[src/rtl/core_pkg.sv]
// rtl/core_pkg.sv - shared LEGv8 core widths, instruction field positions and fetch state
package core_pkg;

    localparam int OPC_W   = 11;
    localparam int INSTR_W = 32;

    localparam int OPC_HI    = 31;
    localparam int OPC_LO    = 21;
    localparam int B_IMM_HI  = 25;
    localparam int B_IMM_LO  = 0;
    localparam int CB_IMM_HI = 23;
    localparam int CB_IMM_LO = 5;

    localparam int B_IMM_W  = B_IMM_HI - B_IMM_LO + 1;
    localparam int CB_IMM_W = CB_IMM_HI - CB_IMM_LO + 1;

    typedef enum logic {
        FETCH = 1'b0,
        HOLD  = 1'b1
    } fetch_state_e;

endpackage

[src/rtl/branch_target.sv]
// rtl/branch_target.sv - combinational next-PC selection for B, CBZ, CBNZ and fall-through
module branch_target
    import core_pkg::*;
#(
    parameter int ADDR_W = 64
) (
    input  logic [ADDR_W-1:0]  pc,
    input  logic [INSTR_W-1:0] instr,
    input  logic               jump,
    input  logic               beq,
    input  logic               bne,
    input  logic               zero,
    output logic [ADDR_W-1:0]  next_pc
);

    logic [ADDR_W-1:0] b_off;
    logic [ADDR_W-1:0] cb_off;

    // Word offsets: sign-extend the immediate and scale by 4 so pc stays aligned.
    assign b_off  = {{(ADDR_W-B_IMM_W-2){instr[B_IMM_HI]}},  instr[B_IMM_HI:B_IMM_LO],   2'b00};
    assign cb_off = {{(ADDR_W-CB_IMM_W-2){instr[CB_IMM_HI]}}, instr[CB_IMM_HI:CB_IMM_LO], 2'b00};

    always_comb begin
        next_pc = pc + ADDR_W'(4);
        if (jump) begin
            next_pc = pc + b_off;
        end else if (beq && zero) begin
            next_pc = pc + cb_off;
        end else if (bne && !zero) begin
            next_pc = pc + cb_off;
        end
    end

endmodule

[src/rtl/fetch_unit.sv]
// rtl/fetch_unit.sv - PC holder and req/ack instruction fetch feeding the control decoder
module fetch_unit
    import core_pkg::*;
#(
    parameter int              ADDR_W   = 64,
    parameter logic [ADDR_W-1:0] RESET_PC = '0,
    parameter int              CNT_W    = 32
) (
    input  logic               clk,
    input  logic               rst,
    output logic               imem_req,
    output logic [ADDR_W-1:0]  imem_addr,
    input  logic               imem_ack,
    input  logic [INSTR_W-1:0] imem_rdata,
    output logic               instr_valid,
    output logic [INSTR_W-1:0] instr,
    output logic [OPC_W-1:0]   opcode,
    output logic [ADDR_W-1:0]  pc,
    input  logic               advance,
    input  logic               jump,
    input  logic               beq,
    input  logic               bne,
    input  logic               zero,
    output logic [CNT_W-1:0]   retired
);

    fetch_state_e       state_q, state_d;
    logic [ADDR_W-1:0]  pc_q, pc_d;
    logic [INSTR_W-1:0] instr_q, instr_d;
    logic [CNT_W-1:0]   retired_q, retired_d;
    logic [ADDR_W-1:0]  next_pc;

    branch_target #(.ADDR_W(ADDR_W)) u_branch_target (
        .pc      (pc_q),
        .instr   (instr_q),
        .jump    (jump),
        .beq     (beq),
        .bne     (bne),
        .zero    (zero),
        .next_pc (next_pc)
    );

    always_ff @(posedge clk) begin
        if (rst) begin
            state_q   <= FETCH;
            pc_q      <= RESET_PC;
            instr_q   <= '0;
            retired_q <= '0;
        end else begin
            state_q   <= state_d;
            pc_q      <= pc_d;
            instr_q   <= instr_d;
            retired_q <= retired_d;
        end
    end

    // ack only matters in FETCH, advance only in HOLD; anything else leaves state untouched.
    always_comb begin
        state_d   = state_q;
        pc_d      = pc_q;
        instr_d   = instr_q;
        retired_d = retired_q;
        unique case (state_q)
            FETCH: begin
                if (imem_ack) begin
                    instr_d = imem_rdata;
                    state_d = HOLD;
                end
            end
            HOLD: begin
                if (advance) begin
                    pc_d      = next_pc;
                    retired_d = retired_q + CNT_W'(1);
                    state_d   = FETCH;
                end
            end
            default: state_d = FETCH;
        endcase
    end

    assign imem_req    = (state_q == FETCH);
    assign imem_addr   = pc_q;
    assign instr_valid = (state_q == HOLD);
    assign instr       = instr_q;
    assign opcode      = instr_q[OPC_HI:OPC_LO];
    assign pc          = pc_q;
    assign retired     = retired_q;

endmodule

[config.mk]
export PLATFORM = sky130hd
export DESIGN_NAME = fetch_unit
export DESIGN_NICKNAME = d
export VERILOG_FILES = /design/src/rtl/core_pkg.sv /design/src/rtl/branch_target.sv /design/src/rtl/fetch_unit.sv
export SDC_FILE = /design/constraint.sdc
export NUM_CORES = 1
export LEC_CHECK = 0
export CAP_MARGIN = 20
export CELL_PAD_IN_SITES_DETAIL_PLACEMENT = 0
export CELL_PAD_IN_SITES_GLOBAL_PLACEMENT = 1
export CORE_AREA = 5 5 191 193
export DETAILED_ROUTE_END_ITERATION = 16
export DIE_AREA = 0 0 196 198
export HOLD_SLACK_MARGIN = 0.02
export MAX_ROUTING_LAYER = met4
export PLACE_DENSITY = 0.88
export SYNTH_ARGS = -nofsm -noshare
export SYNTH_HDL_FRONTEND = slang
export SYNTH_SLANG_ARGS = --single-unit
[constraint.sdc]
create_clock -name clk -period 9.8 [get_ports clk]
set_clock_uncertainty 0.05 [all_clocks]
set_input_delay 1.96 -clock clk [delete_from_list [all_inputs] [get_ports clk]]
set_output_delay 1.96 -clock clk [all_outputs]
set_load 0.02 [all_outputs]
==> results.md, run 1 <==
Setup path:
- The required arrival time at the worst endpoint is between 10 and 15 ns.
- The endpoint identified for the worst register-to-register timing path is imem_addr[57]$_SDFFE_PP0P_.
- The data arrival time of the critical path is ~4.9 ns.
- STA classifies the critical path endpoint as a flip-flop.
- The largest fanout of any net on the critical path is 65.
- STA classifies the critical path startpoint as a primary input.
- The most critical setup path has its endpoint at retired[28]$_SDFFE_PP0P_.
- Counting cells, the worst reg-to-reg path comes to 12.
- Tracing the worst setup path back leads to its startpoint at advance.
- The critical path in this run is classified as primary input to flip-flop.
- The worst reg2reg path startpoint is instr[23]$_SDFFE_PP0P_.
- The worst reg-to-reg setup slack is roughly 5.3 ns.

Route:
- The via density per instance is slightly above 6.
- For this run, the detailed router's first-pass iteration total came to 6.
- For this block, the routed nets add up to roughly 53000 µm of wire.
- Summing over every cut layer, the via total after detailed routing is ~16000.
- The detailed router's first-iteration violation count is ~1300.
- The routed wirelength normalized by instance count is 20.2 µm.
- The number of nets with antenna violations after detailed routing is 0.
- The remaining routing DRC violations is 0.

Clocking:
- The total clock buffers created by CTS is 17.
- The tree is rooted in a sky130_fd_sc_hd__clkbuf_16.
- The number of setup buffers added after CTS is 0.
- The post-cts repair resize count is 0.
- The number of clock sinks is roughly 130.
- Counting along the longest clock path gives a buffer depth of 2.
- The insertion delay of the later-clocked pin in the worst-skew pair is between 0.4 and 0.5 ns.
- The number of H-tree branching levels is 4.
- The clock input transition at the sequential cells of the worst setup and hold paths is about 0.060 ns.
- The clock tree from TritonCTS is done.
- Buffers inserted to repair hold after CTS numbered 0.

Synthesis:
- Yosys mapped the design onto 80 distinct sky130hd cell types.
- The area of the mapped netlist is 14600 µm².
- The fraction of registers with async set/reset is 0%.
- Among all flip-flop cells after synthesis, the most frequent one is sky130_fd_sc_hd__dfxtp_1.
- After technology mapping, the gate count stands at just over 2000.
- The number of enable flip-flop cells after synthesis is 0.
- In this run, synthesis produced a sequential element count of around 130.
- After synthesis, the cell types taking the most area are sky130_fd_sc_hd__dfxtp_1 (17%), sky130_fd_sc_hd__ha_1 (11%), sky130_fd_sc_hd__a21oi_1 (7.8%).
- Each instance of the synthesized netlist takes up on average 7.04 µm².
- The synthesized design spends more area on one cell type than any other, namely sky130_fd_sc_hd__dfxtp_1.
- Sequential cells were found to cover roughly 17% of the synthesized design area.
- The synthesized design devotes to its leading area cell type roughly 17% of total area.
- The number of warnings reported in the yosys synthesis log is 0.

Floorplan:
- Once the floorplan was initialized, standard cells occupied a little over two fifths of the core.
- The area enclosed by the die boundary is between 30000 and 40000 µm².
- The die is 196 µm wide.
- The total I/O pin count is 245.
- The region available for standard cell placement spans roughly 34000 µm².
- In this run the core area contains between 60 and 70 standard-cell rows.
- The die outline height is a little under 200 µm.

Final layout:
- The total number of nets in the final design is around 2300.
- The number of antenna cells inserted is 0.
- Of the cells placed in the final design, the portion with a size suffix greater than 1 is about 3.6%.
- Counting the fill cells in the layout gives between 3000 and 4000.
- The total area of sequential cells is around 2500 µm².
- The area occupied by multi-input gates is about 11000 µm².
- The area growth from synthesis to layout is 18.4%.

Power and ir drop:
- The final total power is 1.77 mW.
- The clock network is responsible for between 30% and 40% of the overall power.
- IR analysis of the VDD net gives a maximum drop of between 0.08 and 0.09 mV.
- The sequential group share of total power is roughly a third.
- Cell internal power was estimated by the tool at ~1.1 mW.
- The combinational share of power is between 20 and 30%.
- The switching portion of total power is 36.4%.
- The power density over the cells is a little over 100 nW/µm².
- For this design the static power due to leakage is 6.87 nW.
- The net switching power figure is 646 µW.

GRT:
- The number of antenna violations at the first check in global routing is 0.
- The global-route usage over all layers is 26.8%.
- The residual overflow from global routing is 0.
- Entering global routing, the biggest net connects between 80 and 90 pins.
- The via count of the first global-routing pass was about 15000.
- The global-route wire length before repair is just over 80000 µm.

Timing:
- The sum of negative setup slack is 0 ns.
- The fmax is 0.213 GHz.
- The time the final worst path needs with I/O delays and setup is ~4.7 ns.
- The number of hold violations in the final report is 0.
- For the pin with the worst max-slew slack, the measured transition is approximately 1.1 ns.
- The worst pin sits at a relative slew slack of between 20% and 30%.
- The number of max-slew violations in the final report is 0.
- In the finished design, the share of the clock period the worst path needs comes to a little under half.
- Setup repair after global routing left no endpoint under its margin.
- Setup violations remaining at the end of the flow were counted as 0.
- The worst hold margin is 0.428 ns.

Min path:
- The path class of the tightest hold or removal check is flip-flop to flip-flop.
- The launch instance of the worst min-delay path is instr[31]$_SDFFE_PP0P_.

Placed design:
- The number of port buffers is 240.
- The total half-perimeter wirelength after legalization and detailed placement is 40200 µm.
- At the end of routability-driven placement, the weighted congestion stood at between 1 and 1.5.

Run:
- Max-cap violations in this run came to 0.

Run status:
- The flow ran to the end, and the final reports show no timing, DRC or antenna violations.
[flip-flops by register name, summed over array words and instances (netlist names)]
| name | count |
|---|---|
| instr | 32 |
| imem_addr | 62 |
| instr_valid | 1 |
| retired | 32 |
[routing by layer]
metal / vias to the layer above / routed length, µm / global-route usage, %
li1: 7698 / - / -
met3: 96 / 3850 / 3.23
met5: - / 0 / -
met4: 0 / 1470 / 8.15
met1: 7502 / 23800 / 36.0
met2: 685 / 24200 / 42.5
[stage by stage]
stage	setup WS (ns)	cell area, µm²	util (%)	instances
after global routing	4.89	17300	50.4	2634
after global placement	4.73	16700	48.6	2599
final	5.12	17300	50.4	2634
after floorplan	5.72	14600	-	2081
after CTS	5.14	17300	50.4	2632
after detailed placement	4.68	16700	48.7	2600
[power by group through the flow]
stage	clock, mW	sequential [mW]	combinational [mW]
global placement	0	0.602	0.513
finish	0.655	0.592	0.527
CTS	0.665	0.592	0.522
detailed placement	0	0.603	0.519
floorplan	0	0.611	0.333
global route	0.684	0.597	0.569
[kinds of logic (layout without fill, tap and decap cells)]
group / after synthesis / count (layout) / synth area share (%)
AOI/OAI and AO/OA: 675 / 675 / 29.3
xor gates and xnor gates: 164 / 164 / 9.82
adders and majority gates: 125 / 125 / 10.8
buffers and inverters: 222 / 320 / 7.75
DFF: 127 / 127 / 17.4
muxes: 13 / 13 / 0.941
other: 1 / 4 / 0.0256
and+or+nand+nor: 751 / 751 / 23.9
[area by class of cell]
| type | count | share of cell area [%] |
|---|---|---|
| tap | 455 | 3.29 |
| clock buffer | 20 | 2.58 |
| sequential | 127 | 14.7 |
| clock inverter | 12 | 0.773 |
| multi-input combinational | 1732 | 63.4 |
| inverter | 33 | 0.715 |
| timing repair buffer | 255 | 14.6 |
[worst min-delay path by stage]
stage	to	slack, ns	cells after the start
after floorplan	instr[26]$_SDFFE_PP0P_	0.50	2
after global placement	instr[26]$_SDFFE_PP0P_	0.41	2
after detailed placement	instr[31]$_SDFFE_PP0P_	0.42	2
after CTS	instr[31]$_SDFFE_PP0P_	0.43	2
after global routing	instr[31]$_SDFFE_PP0P_	0.45	2
final	instr[31]$_SDFFE_PP0P_	0.43	2
[worst max-delay path, cell delays in order]
cell and delay [ns]:
sky130_fd_sc_hd__clkdlybuf4s50_1 0.49, sky130_fd_sc_hd__and2_2 0.14, sky130_fd_sc_hd__buf_4 0.62, sky130_fd_sc_hd__and3_1 0.38, sky130_fd_sc_hd__nand4_1 0.28, sky130_fd_sc_hd__nor3_1 0.43
sky130_fd_sc_hd__nand2b_1 0.13, sky130_fd_sc_hd__or2_2 0.30, sky130_fd_sc_hd__xor2_1 0.14, sky130_fd_sc_hd__nor2_1 0.05
[synth_stat cells, drive strengths merged, types with 7 or more instances]
cell    number
nor3        52
o31ai       10
clkbuf      91
xor2        75
and2        13
a21o        62
a221oi      11
nand3       74
and3        27
o21ai      126
nand2b      11
buf         98
nor2b       11
inv         33
nor4        11
nand2      251
o21a        15
a31oi       34
nand4       51
or2          7
or3         17
o21bai      35
nor2       198
o211ai      16
mux2i        7
dfxtp      127
a211oi      68
ha         123
xnor2       89
a21oi      230
and4        13
[layout by cell type (no fill, tap or decap), drive strengths merged, types with 7 or more instances in the layout]
cell type / synthesis / routed
a211oi: 68 / 68
nor2: 198 / 198
o211ai: 16 / 16
o21ai: 126 / 126
o21a: 15 / 15
ha: 123 / 123
a21o: 62 / 62
dfxtp: 127 / 127
a31oi: 34 / 34
inv: 33 / 36
or3: 17 / 17
nand2: 251 / 251
a221oi: 11 / 11
nor3: 52 / 52
clkbuf: 91 / 21
and2: 13 / 13
nand3: 74 / 74
or2: 7 / 7
a21oi: 230 / 230
nand4: 51 / 51
nand2b: 11 / 11
and3: 27 / 27
and4: 13 / 13
clkdlybuf4s50: 0 / 238
o31ai: 10 / 10
o21bai: 35 / 35
nor4: 11 / 11
buf: 98 / 16
nor2b: 11 / 11
mux2i: 7 / 7
xor2: 75 / 75
xnor2: 89 / 89
(Power assumes the default switching activity.)
==> run 2: changes to the inputs <==
--- a/config.mk
+++ b/config.mk
@@ -8,12 +8,12 @@
 export CAP_MARGIN = 20
 export CELL_PAD_IN_SITES_DETAIL_PLACEMENT = 0
 export CELL_PAD_IN_SITES_GLOBAL_PLACEMENT = 1
-export CORE_AREA = 5 5 191 193
+export CORE_AREA = 5 5 198 200
 export DETAILED_ROUTE_END_ITERATION = 16
-export DIE_AREA = 0 0 196 198
+export DIE_AREA = 0 0 203 205
 export HOLD_SLACK_MARGIN = 0.02
 export MAX_ROUTING_LAYER = met4
-export PLACE_DENSITY = 0.88
+export PLACE_DENSITY = 0.82
 export SYNTH_ARGS = -nofsm -noshare
 export SYNTH_HDL_FRONTEND = slang
 export SYNTH_SLANG_ARGS = --single-unit
==> constraint.sdc (replaced) <==
create_clock -name clk -period 4.7 [get_ports clk]
set_clock_uncertainty 0.05 [all_clocks]
set_input_delay 0.94 -clock clk [delete_from_list [all_inputs] [get_ports clk]]
set_output_delay 0.94 -clock clk [all_outputs]
set_load 0.02 [all_outputs]
==> results.md, run 2 (synthesized netlist as in run 1, its figures left out) <==
Final layout:
- The number of flip-flops in the largest register is 62.
- The total number of nets in the final design is ~2400.
- The number of fillers in the final layout is 3772.
- In the final layout, the multi-input gates occupy ~11000 µm².
- The library cell used most frequently in the layout, excluding fill and tap cells, is sky130_fd_sc_hd__nand2_1.
- In the layout the commonest cells are sky130_fd_sc_hd__nand2_1 (250), sky130_fd_sc_hd__clkdlybuf4s50_1 (238), sky130_fd_sc_hd__a21oi_1 (229).
- The post-route netlist has a little under 5% of its cells at a drive strength greater than 1.
- Summing all flip-flop and latch instances after layout gives 2540 µm².
- The area growth from synthesis to layout is 20.1%.
- The repair_antennas step left the layout with diodes totalling 0.

Floorplan:
- The floorplan step defined a core boundary enclosing between 30000 and 40000 µm².
- The total I/O pin count is 245.
- The starting utilization of the core area is ~39%.
- The die outline height is between 200 and 250 µm.
- After floorplanning, the core was divided into 71 placement rows.
- The area enclosed by the die boundary is 41600 µm².
- The width of the die is 203 µm.

Power and ir drop:
- The power density over the cells is about 220 nW/µm².
- VDD sags by at most about 0.27 mV.
- The standby leakage power is 7.04 nW.
- Summing internal, switching and leakage power gives ~3.8 mW.

Timing:
- The worst path uses 90.1% of the clock period.
- Setup total negative slack on the finished layout was measured at 0 ns.
- The final setup violation count is 0.
- The time the final worst path needs with I/O delays and setup is between 4 and 5 ns.
- Based on the critical path, the design can be clocked at up to 0.236 GHz.
- The number of hold violations in the final report is 0.
- Hold is met by around 0.43 ns.
- Setup repair after global routing left no endpoint under its margin.
- The number of max-slew violations in the final report is 0.
- The worst slew slack as a fraction of its limit is 33.7%.
- The transition time of the tightest slew-check pin is between 0.9 and 1 ns.

Run status:
- The flow ran to the end, and the final reports show no timing, DRC or antenna violations.

Clocking:
- The root buffer cell chosen for the clock tree is sky130_fd_sc_hd__clkbuf_16.
- The number of hold buffers added after cts is 0.
- After clock tree synthesis, the clock-pin slew on the worst setup and hold paths is around 0.070 ns.
- The number of H-tree branching levels is 4.
- In this run, CTS created clock tree buffers numbering 17.
- TritonCTS built the clock tree.
- For the worst-skew pair, the clock arrives at the later sink with an insertion delay of approximately 0.46 ns.
- The tree built by TritonCTS fans out to roughly 130 sinks.
- The maximum buffer depth of the clock tree is 2.
- The post-cts repair resize count is 0.
- The number of setup buffers added after CTS is 0.

GRT:
- The number of antenna violations at the first check in global routing is 0.
- The first global-routing pass estimated 87900 µm of wire.
- The residual overflow from global routing is 0.
- The global-route usage over all layers is a little over a quarter.
- The via count of the first global-routing pass was 15600.
- The maximum number of pins on one net before global-route repair is between 80 and 90.

Route:
- The detailed router's first-iteration violation count is ~1400.
- The detail route stage leaves a number of antenna-violating nets equal to 0.
- The via density per instance is 6.05.
- For this block, the via count after detailed routing is 16200.
- Summed over all layers, the routed wires come to around 58000 µm.
- The remaining routing DRC violations is 0.
- The count of TritonRoute iterations in the first routing pass is 6.
- Dividing the detail-routed wire length by the instance count gives 21.5 µm.

Setup path:
- Of all nets on the critical path, the largest fanout is 31.
- The required arrival time at the worst endpoint is approximately 5 ns.
- The worst reg-to-reg setup slack is between 0.4 and 0.5 ns.
- The data arrival time of the critical path is 4.52 ns.
- The worst setup path is captured at a flip-flop.
- The kind of start point of the critical path is a flip-flop.
- The classification of the worst setup path is flip-flop to flip-flop.

Min path:
- The path type of the worst min-delay path is flip-flop to flip-flop.

Placed design:
- The total half-perimeter wirelength after legalization and detailed placement is 43800 µm.
- Buffers placed on the I/O ports in this run total 240.
- At the end of routability-driven placement, the weighted congestion stood at 0.991.

Run:
- Across the run, the number of max-cap violations was 0.
[run 2: cell types whose count changed in the layout (fill, tap and decap cells not counted)]
cell	previous run	this run
sky130_fd_sc_hd__buf_4	14	45
sky130_fd_sc_hd__clkinvlp_4	5	2
sky130_fd_sc_hd__clkinv_4	0	2
sky130_fd_sc_hd__inv_6	3	5
sky130_fd_sc_hd__buf_16	1	0
sky130_fd_sc_hd__clkbuf_1	2	1
sky130_fd_sc_hd__clkbuf_2	1	0
sky130_fd_sc_hd__clkinv_2	2	1
sky130_fd_sc_hd__inv_8	0	1
[run 2: critical path: stages, from the launching register on]
cell	delay, ns
sky130_fd_sc_hd__dfxtp_2	0.82
sky130_fd_sc_hd__ha_1	0.44
sky130_fd_sc_hd__a21oi_1	0.20
sky130_fd_sc_hd__o21ai_1	0.15
sky130_fd_sc_hd__a221oi_2	0.40
sky130_fd_sc_hd__nand3_1	0.12
sky130_fd_sc_hd__o21ai_1	0.57
sky130_fd_sc_hd__o31ai_2	0.16
sky130_fd_sc_hd__a31oi_1	0.39
sky130_fd_sc_hd__mux2_2	0.38
sky130_fd_sc_hd__a221oi_1	0.30
sky130_fd_sc_hd__a211oi_1	0.08
[run 2: power breakdown]
group / internal, mW / leakage, nW / total, mW / switching [mW]
sequential: 1.12 / 1.04 / 1.22 / 0.0979
clock: 0.807 / 0.287 / 1.43 / 0.619
combinational: 0.446 / 5.71 / 1.14 / 0.699
[run 2: per-stage QoR]
step | utilization, % | area (µm²) | std cells | setup slack, ns
after floorplan | - | 14600 | 2081 | 0.621
after global placement | 45.6 | 17000 | 2650 | 0.577
after detailed placement | 45.6 | 17000 | 2650 | 0.542
after CTS | 47.2 | 17600 | 2682 | 0.525
after global routing | 47.2 | 17600 | 2682 | 0.189
final | 47.2 | 17600 | 2682 | 0.464
[run 2: final timing paths]
check	start	end	depth (start not counted)
worst max-delay path	instr[23]$_SDFFE_PP0P_	imem_addr[57]$_SDFFE_PP0P_	11
worst min-delay path	instr[0]$_SDFFE_PP0P_	instr[0]$_SDFFE_PP0P_	2
worst max register to register	instr[23]$_SDFFE_PP0P_	imem_addr[57]$_SDFFE_PP0P_	11
worst min register to register	instr[0]$_SDFFE_PP0P_	instr[0]$_SDFFE_PP0P_	2
[run 2: layout make-up]
| type | instances | area share (%) |
|---|---|---|
| multi-input combinational | 1732 | 62.5 |
| clock buffer | 19 | 2.52 |
| inverter | 33 | 0.705 |
| timing repair buffer | 284 | 15.5 |
| tap | 474 | 3.38 |
| sequential | 127 | 14.5 |
| clock inverter | 13 | 0.869 |
[run 2: routing by layer]
metal	routed length (µm)	global-route usage [%]
met1	25700	35.7
met2	26100	43.1
met3	3990	3.99
met4	1860	9.43
met5	0	-
